==> src/rtl/calc_seq_ctrl.sv <==
// Calculator operand-entry and operation sequencer.
// Builds decimal operands from key events, launches the ALU and chains operators.
module calc_seq_ctrl #(
  parameter int unsigned WIDTH      = 16,
  parameter int unsigned MAX_DIGITS = 4
) (
  input  logic             clk,
  input  logic             rst,
  input  logic             key_valid,
  input  logic [3:0]       key_code,
  output logic             alu_start,
  output logic [1:0]       alu_op,
  output logic [WIDTH-1:0] alu_a,
  output logic [WIDTH-1:0] alu_b,
  input  logic             alu_done,
  input  logic [WIDTH-1:0] alu_result,
  input  logic             alu_err,
  output logic [WIDTH-1:0] disp_val,
  output logic             disp_err,
  output logic             busy
);

  localparam int unsigned CNT_W = $clog2(MAX_DIGITS + 1);

  typedef enum logic [2:0] {
    S_ENTER_A, S_ENTER_B, S_EXEC, S_RESULT, S_ERROR, S_FLUSH
  } state_e;

  state_e           state_q, state_d;
  logic [WIDTH-1:0] a_q, a_d, b_q, b_d, disp_q, disp_d;
  logic [CNT_W-1:0] cnt_a_q, cnt_a_d, cnt_b_q, cnt_b_d;
  logic [1:0]       op_q, op_d, pend_op_q, pend_op_d;
  logic             pend_q, pend_d, err_q, err_d, start_q, start_d, busy_q, busy_d;

  logic       is_digit, is_op, is_eq, is_clr;
  logic [1:0] key_op;

  assign is_digit = (key_code < 4'd10);
  assign is_op    = (key_code >= 4'd10) && (key_code <= 4'd13);
  assign is_eq    = (key_code == 4'd14);
  assign is_clr   = (key_code == 4'd15);
  assign key_op   = 2'(key_code - 4'd10);

  function automatic logic [WIDTH-1:0] acc(input logic [WIDTH-1:0] v, input logic [3:0] d);
    return WIDTH'(v * WIDTH'(10)) + WIDTH'(d);
  endfunction

  // Next-state and next-output logic
  always_comb begin
    state_d   = state_q;
    a_d       = a_q;
    b_d       = b_q;
    cnt_a_d   = cnt_a_q;
    cnt_b_d   = cnt_b_q;
    op_d      = op_q;
    pend_op_d = pend_op_q;
    pend_d    = pend_q;
    disp_d    = disp_q;
    err_d     = err_q;

    if (key_valid && is_clr && (state_q != S_FLUSH)) begin
      a_d     = '0;
      b_d     = '0;
      cnt_a_d = '0;
      cnt_b_d = '0;
      op_d    = 2'b00;
      pend_d  = 1'b0;
      disp_d  = '0;
      err_d   = 1'b0;
      // An in-flight ALU operation must still be drained before new entry
      state_d = (state_q == S_EXEC && !alu_done) ? S_FLUSH : S_ENTER_A;
    end else begin
      unique case (state_q)
        S_ENTER_A: if (key_valid) begin
          if (is_digit) begin
            if (cnt_a_q != CNT_W'(MAX_DIGITS)) begin
              a_d     = acc(a_q, key_code);
              cnt_a_d = cnt_a_q + CNT_W'(1);
              disp_d  = a_d;
            end
          end else if (is_op) begin
            op_d    = key_op;
            b_d     = '0;
            cnt_b_d = '0;
            state_d = S_ENTER_B;
          end
        end
        S_ENTER_B: if (key_valid) begin
          if (is_digit) begin
            if (cnt_b_q != CNT_W'(MAX_DIGITS)) begin
              b_d     = acc(b_q, key_code);
              cnt_b_d = cnt_b_q + CNT_W'(1);
              disp_d  = b_d;
            end
          end else if (is_op) begin
            if (cnt_b_q == '0) begin
              op_d = key_op;
            end else begin
              pend_op_d = key_op;
              pend_d    = 1'b1;
              state_d   = S_EXEC;
            end
          end else if (is_eq && (cnt_b_q != '0)) begin
            pend_d  = 1'b0;
            state_d = S_EXEC;
          end
        end
        S_EXEC: if (alu_done) begin
          if (alu_err) begin
            err_d   = 1'b1;
            disp_d  = '0;
            state_d = S_ERROR;
          end else begin
            a_d    = alu_result;
            disp_d = alu_result;
            if (pend_q) begin
              op_d    = pend_op_q;
              b_d     = '0;
              cnt_b_d = '0;
              state_d = S_ENTER_B;
            end else begin
              state_d = S_RESULT;
            end
          end
        end
        S_RESULT: if (key_valid) begin
          if (is_digit) begin
            a_d     = WIDTH'(key_code);
            cnt_a_d = CNT_W'(1);
            disp_d  = WIDTH'(key_code);
            state_d = S_ENTER_A;
          end else if (is_op) begin
            op_d    = key_op;
            b_d     = '0;
            cnt_b_d = '0;
            state_d = S_ENTER_B;
          end
        end
        S_FLUSH: if (alu_done) state_d = S_ENTER_A;
        default: ;
      endcase
    end

    start_d = (state_d == S_EXEC) && (state_q != S_EXEC);
    busy_d  = (state_d == S_EXEC) || (state_d == S_FLUSH);
  end

  always_ff @(posedge clk or negedge rst) begin
    if (!rst) begin
      state_q   <= S_ENTER_A;
      a_q       <= '0;
      b_q       <= '0;
      cnt_a_q   <= '0;
      cnt_b_q   <= '0;
      op_q      <= 2'b00;
      pend_op_q <= 2'b00;
      pend_q    <= 1'b0;
      disp_q    <= '0;
      err_q     <= 1'b0;
      start_q   <= 1'b0;
      busy_q    <= 1'b0;
    end else begin
      state_q   <= state_d;
      a_q       <= a_d;
      b_q       <= b_d;
      cnt_a_q   <= cnt_a_d;
      cnt_b_q   <= cnt_b_d;
      op_q      <= op_d;
      pend_op_q <= pend_op_d;
      pend_q    <= pend_d;
      disp_q    <= disp_d;
      err_q     <= err_d;
      start_q   <= start_d;
      busy_q    <= busy_d;
    end
  end

  assign alu_start = start_q;
  assign alu_op    = op_q;
  assign alu_a     = a_q;
  assign alu_b     = b_q;
  assign disp_val  = disp_q;
  assign disp_err  = err_q;
  assign busy      = busy_q;

endmodule

==> config.mk <==
export PLATFORM = sky130hd
export DESIGN_NAME = calc_seq_ctrl
export DESIGN_NICKNAME = d
export VERILOG_FILES = /design/src/rtl/calc_seq_ctrl.sv
export SDC_FILE = /design/constraint.sdc
export NUM_CORES = 1
export LEC_CHECK = 0
export ABC_CLOCK_PERIOD_IN_PS = 5800
export BUFFER_PORTS_ARGS = -buffer_cell sky130_fd_sc_hd__buf_2
export CAP_MARGIN = 20
export CORE_ASPECT_RATIO = 0.8
export CORE_MARGIN = 4
export CORE_UTILIZATION = 64
export CTS_CLUSTER_SIZE = 30
export DETAILED_ROUTE_END_ITERATION = 6
export PLACE_DENSITY = 0.95
export SKIP_CTS_REPAIR_TIMING = 1
export SYNTH_ARGS = -nofsm -noshare
export SYNTH_HDL_FRONTEND = slang
export SYNTH_SLANG_ARGS = --single-unit
export TNS_END_PERCENT = 100
==> constraint.sdc <==
create_clock -name clk -period 5.8 [get_ports clk]
set_clock_uncertainty 0.05 [all_clocks]
set_input_delay 1.16 -clock clk [delete_from_list [all_inputs] [get_ports clk]]
set_output_delay 1.16 -clock clk [all_outputs]
set_load 0.05 [all_outputs]
After elaboration in Yosys (flattened, before gate mapping) --
Index checks and enable logic that the tools add are counted.
Storage, ports and cells: register bits 65, input port bits 25, output and inout bits 53, word-level logic and storage cells 168
Cells by class: add/subtract/negate cells 5, multiply operators 2, magnitude comparators 3, equality and inequality tests 31, multiplexer cells 82, bitwise logic cells 3, reduce and logical (&&, ||, !) cells 30
Operator list (count):
- 16-bit two-way mux | 21
- 16-bit one-hot mux with 3 select lines | 2
- 3-bit two-way mux | 31
- 16-bit one-hot mux with 4 select lines | 1
- 3-bit inequality test, second input constant | 18
- 16-bit by 4-bit adder with 16-bit output | 2
- 16-bit by 3-bit multiplier with 15-bit output, second input constant | 2
- 2-bit two-way mux | 12
- 10-bit AND reduction | 2
- 3-bit one-hot mux with 5 select lines | 1
- 6-bit AND reduction | 2
- 1-bit two-way mux | 11
- 11-bit AND reduction | 1
- 2-bit nonzero test | 5
- 3-bit by 2-bit equality test with 1-bit output, second input constant | 3
- 3-bit one-hot mux with 3 select lines | 1
- 3-bit nonzero test | 3
- 4-bit equality test, second input constant | 2
- 8-bit AND reduction | 1
- 4-bit nonzero test | 2
- 3-bit by 1-bit adder with 3-bit output, second input constant | 2
- 3-bit equality test, second input constant | 2
- 1-bit logical AND | 6
- 3-bit zero test | 2
- 17 further kinds | 21

Longest topological paths before layout --
depth in word-level cells 10, gate-level depth with buffers 12, mapped depth without buffers 12

Worst setup path after synthesis --
OpenSTA, ideal clock, no wires.
path kind reg2reg, from reg b_q[1], in the netlist alu_b[1], to reg disp_q[15], in the netlist disp_val[15], data arrival time 3317 ps, data required time 5624 ps, path slack 2307 ps, stages on the path, launching flop included 12, clock period less this slack 3493 ps, path through dfrtp_1 ha_1 ha_1 fa_1 a21oi_1 o21bai_1 xor2_1 and4_1 nand4_1 xnor2_1 a311o_1 o311a_1
Between the ends: cells in the longest elaborated chain, start to end 7
Ends and longest elaborated chain:
- start, declared | RTL line 30 | logic [WIDTH-1:0] a_q, a_d, b_q, b_d, disp_q, disp_d;
- start signal, assigned | RTL line 152 | b_q <= '0;
- start signal, assigned | RTL line 165 | b_q <= b_d;
- 16-bit by 3-bit multiplier with 15-bit output | RTL line 45 | return WIDTH'(v * WIDTH'(10)) + WIDTH'(d);
- 16-bit by 4-bit adder with 16-bit output | RTL line 45
- 16-bit two-way mux | RTL line 90 | if (cnt_b_q != CNT_W'(MAX_DIGITS)) begin
- 16-bit two-way mux | RTL line 89 | if (is_digit) begin
- 16-bit two-way mux | RTL line 88 | S_ENTER_B: if (key_valid) begin
- 16-bit one-hot mux with 4 select lines | RTL line 73 | unique case (state_q)
- 16-bit two-way mux | RTL line 61 | if (key_valid && is_clr && (state_q != S_FLUSH)) begin
- end signal, assigned | RTL line 171 | disp_q <= disp_d;
- end, declared | RTL line 30
Every way passes these cells. The select of a mux whose other input is x is not followed. A chain may end at the register's enable or synchronous reset.

Worst setup path after layout --
Same ends and word-level chain as after synthesis.

==> flow_metrics.env <==
export IMPL_status="finished, final reports clean"
export IMPL_grt_pass1_wl_um=26600
export IMPL_dp_hpwl_um=12200
export IMPL_seq_area_frac_synth_pct=28.8
export IMPL_regToRegSetupSlack_ns=2.08
export IMPL_syn_inst=632
export IMPL_synth_edf_count=0
export IMPL_cts_tree="built"
export IMPL_syn_avg_cell_area_um2=8.93
export IMPL_clkSinkCount=65
export IMPL_h_tree_depth=3
export IMPL_ys_seq_elements=65
export IMPL_grt_use_total_pct=31.5
export IMPL_finalHoldViolCount=0
export IMPL_dieArea_mm2=0.0104
export IMPL_firstDrtPassIters=6
export IMPL_dr_total_vias=5662
export IMPL_yosys_warnings=0
export IMPL_viasPerCell=6.95
export IMPL_syn_area_mm2=0.00564
export IMPL_synthFlopType="dfrtp_1"
export IMPL_final_period_utilization_pct=64.2
export IMPL_synth_nets=717
export IMPL_endpoint_kind="flop"
export IMPL_core_mm2=0.00852
export IMPL_final_common_cell="buf_2"
export IMPL_worst_path_most_repeated_cell="ha_1"
export IMPL_wl_met1_um=6420
export IMPL_cp_max_fo=5
export IMPL_grt_max_degree=66
export IMPL_tightest_slew_ns=1.18
export IMPL_cp_start_kind="flop"
export IMPL_dieWidth_um=113
export IMPL_grt_overflow=0
export IMPL_holdCritStartpoint="alu_op[1]"
export IMPL_regArea_mm2=0.00163
export IMPL_die_h_um=92.0
export IMPL_totalWireLength_um=16500
export IMPL_nFillCells=579
export IMPL_maxSlewViolCount=0
export IMPL_drc=0
export IMPL_dpl_instance_area_mm2=0.00604
export IMPL_cp_arrival_ns=3.91
export IMPL_wl_per_cell_um=20.2
export IMPL_wl_met3_um=1930
export IMPL_fmax_ghz=0.268
export IMPL_fin_cells=815
export IMPL_synth_async_reset_ratio_pct=100
export IMPL_core_rowCount=30
export IMPL_clk_path_buf_depth=2
export IMPL_dp_cells=797
export IMPL_crit_type="reg2reg"
export IMPL_ios=78
export IMPL_fin_crit_ns=3.72
export IMPL_r2r_start="alu_b[1]"
export IMPL_io_buffers=77
export IMPL_route_top_layer_used="met4"
export IMPL_start_util_pct=66.2
export IMPL_nets=783
export IMPL_rsz0062_at_grt="no"
export IMPL_critical_path_required_ns=5.99
export IMPL_crit_start="alu_b[1]"
export IMPL_wl_met2_um=7570
export IMPL_cts_buffers=9
export IMPL_design_area_mm2=0.00631
export IMPL_crit_chain="ha_1 > ha_1 > fa_1 > a21oi_1 > o21bai_1 > xor2_1 > and4_1 > nand4_1 > xnor2_1 > a311o_1 > o311a_1"
export IMPL_maxCapViolCount=0
export IMPL_synth_cell_types=86
export IMPL_area_delta_synth_final_pct=11.7
export IMPL_drive_gt1_share_pct=18.1
export IMPL_fin_setup_tns_ns=0
export IMPL_first_iter_violations=848
export IMPL_ant_nets=0
export IMPL_num_antenna_cells=0
export IMPL_multi_input_area_mm2=0.00377
export IMPL_antenna_found_initial=0
export IMPL_grt_pass1_vias=5311
export IMPL_clkTransAtPathRegs_ns=0.07
export IMPL_clockRootBuffer="clkbuf_8"
export IMPL_clk_latency_ns=0.36
export IMPL_max_stage_delay_ns=0.48
export IMPL_setup_violations=0
export IMPL_cp_slowest_cell="dfrtp_1"
export IMPL_layout_common_cells="buf_2, nand2_1, dfrtp_1"
export IMPL_gp_congestion=1.04
export IMPL_max_slew_margin_pct=21.6
export IMPL_min_path_type="reg2reg"
## layer usage
| layer | global-route usage (%) | vias up |
|---|---|---|
| li1 | - | 2508 |
| met1 | 41.9 | 2642 |
| met2 | 51.9 | 437 |
| met3 | 6.93 | 75 |
| met4 | 8.81 | 0 |
| met5 | 0 | - |
## path summary, 6_finish.rpt
path / end / depth (start not counted)
setup / recovery: disp_val[15] / 11
hold / removal: alu_op[1] / 2
setup reg to reg: disp_val[15] / 11
hold reg to reg: alu_op[1] / 2
max in group asynchronous: alu_a[7] / 2
min in group asynchronous: alu_b[14] / 2
## cells by family after synthesis
logic type	Yosys count	share of synthesized area (%)
AOI/OAI and AO/OA	210	26.5
xor gates and xnor gates	42	6.52
adders and majority gates	60	13.8
buffers and inverters	51	4.37
DFF	65	28.8
muxes	7	1.29
and+or+nand+nor	197	18.6
## worst max-delay path, delay by kind of cell (launching register included)
kind                       cells  cell delay (ns)
xor gates and xnor gates       2             0.67
AOI/OAI and AO/OA              4             0.96
adders and majority gates      3             0.99
DFF                            1             0.48
and+or+nand+nor                2             0.46
## area by class of cell
type	count	area share (%)
well taps	112	2.22
clock buffers	11	2.24
clock inverters	5	1.63
multi-input cells	516	59.9
repair buffers	82	6.83
inverters	24	1.43
flip-flops and latches	65	25.8
## flip-flops by register name, indices dropped and copies added (netlist names)
name and count:
alu_a 16, alu_b 16, disp_val 16, cnt_a_q 3
cnt_b_q 3, state_q 3, alu_op 2, pend_op_q 2
alu_start 1, busy 1, disp_err 1, pend_q 1
## Yosys cell counts, drive strengths merged (9+ instances only)
master / instances / area share [%]
a21oi: 43 / 4.1
a221oi: 9 / 1.5
a22o: 24 / 3.7
buf: 17 / 2.1
clkbuf: 10 / 0.67
dfrtp: 65 / 29
ha: 56 / 12
inv: 23 / 1.5
nand2: 71 / 4.8
nand3: 12 / 1.3
nor2: 32 / 2.1
nor3: 14 / 1.5
o21ai: 46 / 4.1
o31ai: 16 / 2.2
xnor2: 21 / 3.3
xor2: 21 / 3.3
## stage by stage
| stage | hold slack, ns | setup WS, ns | utilization [%] |
|---|---|---|---|
| floorplan | 0.404 | 2.31 | - |
| global placement | 0.413 | 2.08 | 70.9 |
| detailed placement | 0.425 | 2.00 | 70.9 |
| CTS | 0.440 | 2.16 | 73.7 |
| global route | 0.469 | 1.99 | 74.0 |
| finish | 0.434 | 2.08 | 74.0 |
Power is left out: the tool's default activity adds up to more than one toggle a clock period on the data nets, which glitch-free logic cannot reach.
